`config.mk`:
```
export PLATFORM = sky130hd
export DESIGN_NAME = mod_exp_ctrl
export DESIGN_NICKNAME = d
export VERILOG_FILES = /design/src/rtl/rsa_pkg.sv /design/src/rtl/mont_mul_if.sv /design/src/rtl/mod_exp_ctrl.sv
export SDC_FILE = /design/constraint.sdc
export NUM_CORES = 1
export LEC_CHECK = 0
export BUFFER_PORTS_ARGS = -buffer_cell sky130_fd_sc_hd__buf_2
export CAP_MARGIN = 20
export CORE_AREA = 3 3 452 454
export CTS_BUF_LIST = sky130_fd_sc_hd__clkbuf_4
export DETAILED_ROUTE_END_ITERATION = 16
export DIE_AREA = 0 0 455 457
export SETUP_SLACK_MARGIN = 0.02
export SYNTH_ARGS = -nofsm -noshare
export SYNTH_HDL_FRONTEND = slang
export SYNTH_SLANG_ARGS = --single-unit
```
`constraint.sdc`:
```
create_clock -name clk -period 30.7 [get_ports clk]
set_input_delay 4.605 -clock clk [delete_from_list [all_inputs] [get_ports clk]]
set_output_delay 4.605 -clock clk [all_outputs]
set_load 0.01 [all_outputs]
```
`src/rtl/rsa_pkg.sv`:
```
// Shared constants and state encodings for the RSA modular-exponentiation datapath.
// The Montgomery multiplier takes its modulus from here as well, so both sides agree on M.
package rsa_pkg;

    localparam int K    = 192;
    localparam int LOGK = 8;

    localparam logic [K-1:0] M  = 192'hfffffffffffffffffffffffffffffffeffffffffffffffff;
    localparam logic [K-1:0] R2 = 192'h000000000000000100000000000000020000000000000001;

    typedef enum logic [2:0] {
        IDLE,
        CONV_X,
        CONV_ONE,
        SQUARE,
        MULT,
        CONV_OUT,
        FINISH
    } main_state_e;

    typedef enum logic [1:0] {
        H_PREP,
        H_REQ,
        H_WAIT
    } hs_state_e;

endpackage

```
`src/rtl/mont_mul_if.sv`:
```
// Initiator side of the start/done level handshake to the shared Montgomery multiplier.
// One multiplication per req-qualified pass through H_PREP -> H_REQ -> H_WAIT; ack marks the capture edge.
module mont_mul_if #(
    parameter int K = rsa_pkg::K
) (
    input  logic         clk,
    input  logic         reset,
    input  logic         req,
    input  logic [K-1:0] x,
    input  logic [K-1:0] y,
    output logic         ack,
    output logic [K-1:0] z,
    output logic [K-1:0] mul_x,
    output logic [K-1:0] mul_y,
    output logic         mul_start,
    input  logic         mul_done,
    input  logic [K-1:0] mul_z
);

    import rsa_pkg::*;

    hs_state_e hs_q, hs_d;
    logic      mul_start_q, mul_start_d;

    // H_PREP doubles as the resting state; req holds it back until the schedule has an operation.
    always_comb begin
        hs_d        = hs_q;
        mul_start_d = 1'b0;
        unique case (hs_q)
            H_PREP: begin
                if (req && mul_done) begin
                    hs_d        = H_REQ;
                    mul_start_d = 1'b1;
                end
            end
            H_REQ: begin
                if (mul_done) begin
                    mul_start_d = 1'b1;
                end else begin
                    hs_d = H_WAIT;
                end
            end
            H_WAIT: begin
                if (mul_done) begin
                    hs_d = H_PREP;
                end
            end
            default: hs_d = H_PREP;
        endcase
    end

    always_ff @(posedge clk) begin
        if (reset) begin
            hs_q        <= H_PREP;
            mul_start_q <= 1'b0;
        end else begin
            hs_q        <= hs_d;
            mul_start_q <= mul_start_d;
        end
    end

    // Operands come from the schedule's registers, selected by its registered state.
    assign mul_x     = x;
    assign mul_y     = y;
    assign mul_start = mul_start_q;
    assign ack       = (hs_q == H_WAIT) && mul_done;
    assign z         = mul_z;

endmodule

```
`src/rtl/mod_exp_ctrl.sv`:
```
// Left-to-right square-and-multiply sequencer computing base^exponent mod M through
// the shared Montgomery multiplier, including conversion into and out of the Montgomery domain.
module mod_exp_ctrl #(
    parameter int           K    = rsa_pkg::K,
    parameter int           LOGK = rsa_pkg::LOGK,
    parameter logic [K-1:0] M    = rsa_pkg::M,
    parameter logic [K-1:0] R2   = rsa_pkg::R2
) (
    input  logic         clk,
    input  logic         reset,
    input  logic         start,
    input  logic [K-1:0] base,
    input  logic [K-1:0] exponent,
    output logic         busy,
    output logic         done,
    output logic [K-1:0] result,
    output logic [K-1:0] mul_x,
    output logic [K-1:0] mul_y,
    output logic         mul_start,
    input  logic         mul_done,
    input  logic [K-1:0] mul_z
);

    import rsa_pkg::*;

    localparam logic [K-1:0] ONE = K'(1);

    if (M[0] == 1'b0) begin : g_even_modulus
        $error("mod_exp_ctrl: Montgomery reduction needs an odd modulus M");
    end

    main_state_e     state_q, state_d;
    logic [K-1:0]    xm_q, xm_d;
    logic [K-1:0]    acc_q, acc_d;
    logic [K-1:0]    exp_q, exp_d;
    logic [LOGK-1:0] idx_q, idx_d;
    logic [K-1:0]    result_q, result_d;
    logic            busy_q, busy_d;
    logic            done_q, done_d;

    logic [K-1:0]    op_x, op_y;
    logic            mm_ack;
    logic [K-1:0]    mm_z;
    logic            last_bit;
    main_state_e     step_state;
    logic [LOGK-1:0] step_idx;

    // Index step shared by SQUARE (bit clear) and MULT: idx never wraps below zero.
    assign last_bit   = (idx_q == '0);
    assign step_state = last_bit ? CONV_OUT : SQUARE;
    assign step_idx   = last_bit ? idx_q : idx_q - LOGK'(1);

    // xm holds the raw base until CONV_X replaces it with its Montgomery form.
    always_comb begin
        state_d  = state_q;
        xm_d     = xm_q;
        acc_d    = acc_q;
        exp_d    = exp_q;
        idx_d    = idx_q;
        result_d = result_q;
        busy_d   = busy_q;
        done_d   = 1'b0;
        op_x     = '0;
        op_y     = '0;
        unique case (state_q)
            IDLE: begin
                if (start) begin
                    state_d = CONV_X;
                    xm_d    = base;
                    exp_d   = exponent;
                    idx_d   = LOGK'(K - 1);
                    busy_d  = 1'b1;
                end
            end
            CONV_X: begin
                op_x = xm_q;
                op_y = R2;
                if (mm_ack) begin
                    xm_d    = mm_z;
                    state_d = CONV_ONE;
                end
            end
            CONV_ONE: begin
                op_x = ONE;
                op_y = R2;
                if (mm_ack) begin
                    acc_d   = mm_z;
                    state_d = SQUARE;
                end
            end
            SQUARE: begin
                op_x = acc_q;
                op_y = acc_q;
                if (mm_ack) begin
                    acc_d = mm_z;
                    if (exp_q[idx_q]) begin
                        state_d = MULT;
                    end else begin
                        state_d = step_state;
                        idx_d   = step_idx;
                    end
                end
            end
            MULT: begin
                op_x = acc_q;
                op_y = xm_q;
                if (mm_ack) begin
                    acc_d   = mm_z;
                    state_d = step_state;
                    idx_d   = step_idx;
                end
            end
            CONV_OUT: begin
                op_x = acc_q;
                op_y = ONE;
                if (mm_ack) begin
                    acc_d    = mm_z;
                    result_d = mm_z;
                    busy_d   = 1'b0;
                    done_d   = 1'b1;
                    state_d  = FINISH;
                end
            end
            FINISH: begin
                state_d = IDLE;
            end
            default: begin
                state_d = IDLE;
                busy_d  = 1'b0;
            end
        endcase
    end

    always_ff @(posedge clk) begin
        if (reset) begin
            state_q  <= IDLE;
            busy_q   <= 1'b0;
            done_q   <= 1'b0;
            result_q <= '0;
        end else begin
            state_q  <= state_d;
            busy_q   <= busy_d;
            done_q   <= done_d;
            result_q <= result_d;
        end
        xm_q  <= xm_d;
        acc_q <= acc_d;
        exp_q <= exp_d;
        idx_q <= idx_d;
    end

    // busy is high exactly while a multiplication-issuing state is active.
    mont_mul_if #(
        .K(K)
    ) u_mont_mul_if (
        .clk       (clk),
        .reset     (reset),
        .req       (busy_q),
        .x         (op_x),
        .y         (op_y),
        .ack       (mm_ack),
        .z         (mm_z),
        .mul_x     (mul_x),
        .mul_y     (mul_y),
        .mul_start (mul_start),
        .mul_done  (mul_done),
        .mul_z     (mul_z)
    );

    assign busy   = busy_q;
    assign done   = done_q;
    assign result = result_q;

endmodule

```
[Word-level counts from Yosys, hierarchy flattened]
Cells that the tools add are included.
Word-level totals
  flip-flop bits (word level): 784
  input port bits: 580
  output and inout port bits: 579
  word-level logic and storage cells: 85
Operators by class
  add/subtract/negate cells: 1
  magnitude comparators: 1
  equal/unequal tests: 18
  mux-type cells: 33
  bitwise logic cells: 2
  reductions and logical operators: 20
Operators with widths (count)
  192-bit one-hot mux with 4 select lines: 1
  192-bit one-hot mux with 3 select lines: 1
  192-bit 2-to-1 mux: 2
  192-bit one-hot mux with 2 select lines: 1
  8-bit 2-to-1 mux: 5
  3-bit 2-to-1 mux: 8
  8-bit one-hot mux with 3 select lines: 1
  2-bit != test (second input constant): 9
  3-bit one-hot mux with 6 select lines: 1
  3-bit == test (second input constant): 3
  8-bit by 9-bit less-than comparator with 1-bit output (second input constant): 1
  3-bit AND reduction: 3
  1-bit binary-select mux with 8-bit select: 1
  8-bit logical NOT: 1
  8-bit by 1-bit subtractor with 8-bit output (second input constant): 1
  3-bit by 2-bit == test with 1-bit output (second input constant): 2
  1-bit 2-to-1 mux: 6
  2-bit 2-to-1 mux: 3
  2-bit one-hot mux with 3 select lines: 1
  2-bit AND reduction: 3
  6-bit AND reduction: 1
  5-bit AND reduction: 1
  5-bit OR reduction: 1
  2-bit OR reduction: 2
  14 further kinds: 16

[Depth between registers and ports, before layout]
  depth in word-level cells: 5
  mapped depth: 12
  gate-level depth less buffers: 8

[By module]
A second synthesis with hierarchy kept.
Unflattened totals
  cell total of the unflattened synthesis: 2936
  area, all modules: 36705.2 µm²
Modules (own cells, without submodules)
  mod_exp_ctrl: times used 1, cells each 2350, area an instance 32278.5 µm², sequential area each 21480.6 µm²
  mont_mul_if: times used 1, cells each 586, area an instance 4426.7 µm², sequential area each 60.1 µm²

[Least setup slack after synthesis]
OpenSTA, ideal clock, no wires.
  path kind: input-to-reg
  start: input mul_done
  end: register xm_q[0] (enable)
  setup time: 810 ps
  data arrival time: 14110 ps
  required time: 29890 ps
  path slack: 15780 ps
  cell stages on the path: 2
  buffers on the path: 0
  cell sequence: nand3b_1 > o22ai_1
Between the ends
  cells in the longest elaborated chain, start to end: 3
RTL lines
  start, declared: RTL line mod_exp_ctrl.sv:20  | input logic mul_done,
  1-bit logical AND: RTL line mont_mul_if.sv:66  | assign ack = (hs_q == H_WAIT) && mul_done;
  2-bit != test (no source line)
  3-bit AND reduction (no source line)
  end signal, assigned: RTL line mod_exp_ctrl.sv:146  | xm_q <= xm_d;
  end, declared: RTL line mod_exp_ctrl.sv:33  | logic [K-1:0] xm_q, xm_d;
No other way between the ends.
A chain may end at the register's enable or synchronous reset.

[Final worst setup path]
  start: register state_q[2]
  end: output mul_x[61]
Between the ends
  cells in the longest elaborated chain, start to end: 3
  elaborated cells on any way between the ends: 7
  classes of those cells: 5 x eq/ne; 1 x mux; 1 x reduce/logical
RTL lines
  start, declared: RTL line mod_exp_ctrl.sv:32  | main_state_e state_q, state_d;
  start signal, assigned: RTL line mod_exp_ctrl.sv:141  | state_q <= state_d;
  3-bit == test or 3-bit by 2-bit == test with 1-bit output (tied branches): RTL line mod_exp_ctrl.sv:65  | unique case (state_q)
  3-bit OR reduction (no source line)
  192-bit one-hot mux with 3 select lines *: RTL line mod_exp_ctrl.sv:65
  end, declared: RTL line mod_exp_ctrl.sv:17  | output logic [K-1:0] mul_x,
Mark *: on every way between the ends. The rest lies on a longest branch, timed or not.

==> results.md <==
- Outcome: completed
- Crit Path Category: flip-flop to output port
- F_max: 105 MHz
- Via count: 29700
- Slew @ Worst Pin: 1200 ps
- Critical Path AT: 4920 ps
- PortBufs: 1158
- Sequential-to-total area share from yosys stat: 66.4%
- Die area: 208000 um2
- Largest net degree at the start of global routing: 194
- CTS Buffer Depth: 3
- Final design utilization: 22.1%
- Starting density of the core: 16.2%
- Hold Buf Count CTS: 0
- Layout Skew: 96.6 ps
- Finished Layout Cells: 6859
- Syn. warnings: 0
- CTS tree: built
- Post-DR wirelength/cell: 27.3 um
- Post-Syn Area: 32400 um2
- Post-cts sizing count: 0
- Boundary pin count: 1159
- P per Cell Area: 78.3 nW/um2
- Setup slack after layout: 21180 ps
- H-Tree Depth: 4
- Post-DR vias/cell: 4.33
- Final worst path period share: 31.0%
- Setup violations, final: 0
- Post-CTS setup buffer count: 0
- DP Wirelength: 145000 um
- Fin area: 44300 um2
- Final min period: 9520 ps
- Layout Nets: 4549
- DRT iter0 DRCs: 3477
- Top FF cell, synth: edfxtp_1
- Slew Viols, Final: 0
- Post-synthesis compound-gate area fraction: 14.4%
- Setup crit end kind: output port
- LEAKAGE: 18.7 nW
- Mapped Cells: 2764
- Synth Area in XOR/XNOR: 0.189%
- DP Cell Count: 6400
- Flop and latch count out of synthesis: 784
- CTS Root Cell: clkbuf_4
- GPL Wtd Cong: 0.991
- Post-synth EDFFs: 584
- Setup TNS Final: 0 ps
- CTS Buf Count: 222
- Post-synth cell types: 53
- Largest family of logic cells by synthesized area: compound AO/OA/AOI/OAI gates
- Post-synth top area share: 54.1%
- Hold crit path type: flip-flop to flip-flop
- Area share of fa/ha/maj cells after synthesis: 0.0386%
- Initial antenna violation count: 75
- Die width: 455 um
- RSZ-0062 raised after global routing: no
- WP data required: 26100 ps
- Worst-path maximum fanout: 67
- Fill cells: 21800
- Syn Area/Cell: 11.7 um2
- Clock latency on the worst-skew pair: 1270 ps
- Async SR Flop Fraction: 0%
- Hold Vio Cnt, Final: 0
- Multiplexer share of the synthesized area: 3.51%
- DP Area: 41100 um2
- Post-Syn Nets: 3345
- Register area: 21500 um2
- DRT Pass-1 Iters: 9
- Crit start category: flip-flop
- Rel. slew slack: 20.0%
- DRT antenna net count: 0
- Core Rows: 164
- CTS Sinks: 784
- Worst VDD drop: 0.0000781 V
- Dpl ws: 22450 ps
- Reg clk slew, reported paths: 60 ps
- Die H: 457 um
- Top post-synthesis cells by area: edfxtp_1, dfxtp_1, nand2_1
- Max-cap check violation count: 0
- Final Power: 3.46 mW
- First-pass GRT wire length: 244000 um
- Post-Route WL: 187000 um
- GR Overflow Total: 0
- Fraction of the mapped netlist area in simple logic gates: 12.7%
- Fraction of layout cells with a size suffix above 1: 38.8%
- Global-route usage over all layers: 17.1%
- Post-synth top area cell: edfxtp_1
- Layout area overhead: 36.5%
- Worst hold slack: 450 ps
- Multi-input logic area: 10100 um2
- Number of global-route vias before repair: 28600
- Drc violations: 0
- Placeable Area: 200000 um2
==> cell usage after synthesis (6+ instances only) <==
| cell | instances |
|---|---|
| dfxtp_1 | 200 |
| a21oi_1 | 204 |
| buf_1 | 6 |
| a22oi_1 | 7 |
| a22o_1 | 380 |
| nand3_1 | 13 |
| mux4_2 | 36 |
| nor2b_1 | 12 |
| edfxtp_1 | 584 |
| nand2_1 | 982 |
| o21ai_0 | 16 |
| clkbuf_1 | 201 |
| mux2i_1 | 12 |
| mux4_1 | 7 |
| nor3_1 | 10 |
| nor2_1 | 20 |
==> logic make-up (layout without fill, tap and decap cells) <==
kind of cell    count (synthesis)  in the layout
simple gates                 1062           1062
flops                         784            784
compound gates                632            632
buf+inv                       221           1615
mux                            57             57
xor+xnor                        7              7
fa+ha+maj                       1              1
other cells                     0             45
==> worst max-delay path, cell delays in order (launching register included) <==
cell and delay [ps]:
dfxtp_1 930, nor2b_1 480, or2_4 470, buf_4 540, buf_4 680, a22o_1 290, buf_2 140
==> cell usage in the layout, fill, tap and decap left out, drive strengths merged, types with 4 or more instances in the layout <==
cell type,synthesis,layout
nor3,10,10
a22oi,7,7
diode,0,45
buf,16,1197
a31oi,4,4
nor2,20,20
mux4,43,43
bufinv,0,5
nor2b,12,12
o21ai,16,16
a22o,380,380
nand3,13,13
dfxtp,200,200
clkbuf,201,328
o22ai,4,4
mux2i,12,12
clkinv,1,70
inv,3,14
a21oi,204,204
edfxtp,584,584
nand2,982,982
xnor2,5,5
==> path summary, 6_finish.rpt <==
check | from | to | slack, ps | depth (start not counted)
worst max-delay path | state_q[2]$_SDFFE_PP0P_ | mul_x[61] | 21180 | 6
worst min register to register | result[129]$_SDFFE_PP0P_ | result[129]$_SDFFE_PP0P_ | 450 | 2
worst min-delay path | result[129]$_SDFFE_PP0P_ | result[129]$_SDFFE_PP0P_ | 450 | 2
worst max register to register | state_q[2]$_SDFFE_PP0P_ | acc_q[131]$_DFFE_PP_ | 26460 | 5
==> layer usage <==
| metal | track usage, % | up-vias | wire length [um] |
|---|---|---|---|
| li1 | - | 12700 | - |
| met1 | 20.6 | 14700 | 71600 |
| met2 | 26.9 | 1941 | 85800 |
| met3 | 5.57 | 351 | 19700 |
| met4 | 9.20 | 36 | 9550 |
| met5 | 0 | - | 244 |
==> power by group <==
part           internal, mW  switching [mW]
combinational         0.294           0.619
clock                 0.542           0.510
sequential             1.38           0.119
==> state kept, by name, summed over array words and instances (netlist names) <==
name,cells
xm_q,192
result,192
acc_q,192
busy,1
u_mont_mul_if.mul_start,1
idx_q,8
done,1
u_mont_mul_if.hs_q,2
state_q,3
exp_q,192
==> cell type report <==
type | count | share of cell area (%)
Clock inverter | 86 | 1.34
Tap cell | 2656 | 7.51
Antenna cell | 45 | 0.254
Sequential cell | 784 | 48.7
Clock buffer | 328 | 5.56
Inverter | 4 | 0.0339
Timing Repair Buffer | 1197 | 13.9
Multi-Input combinational cell | 1759 | 22.8
(Power assumes the default switching activity.)
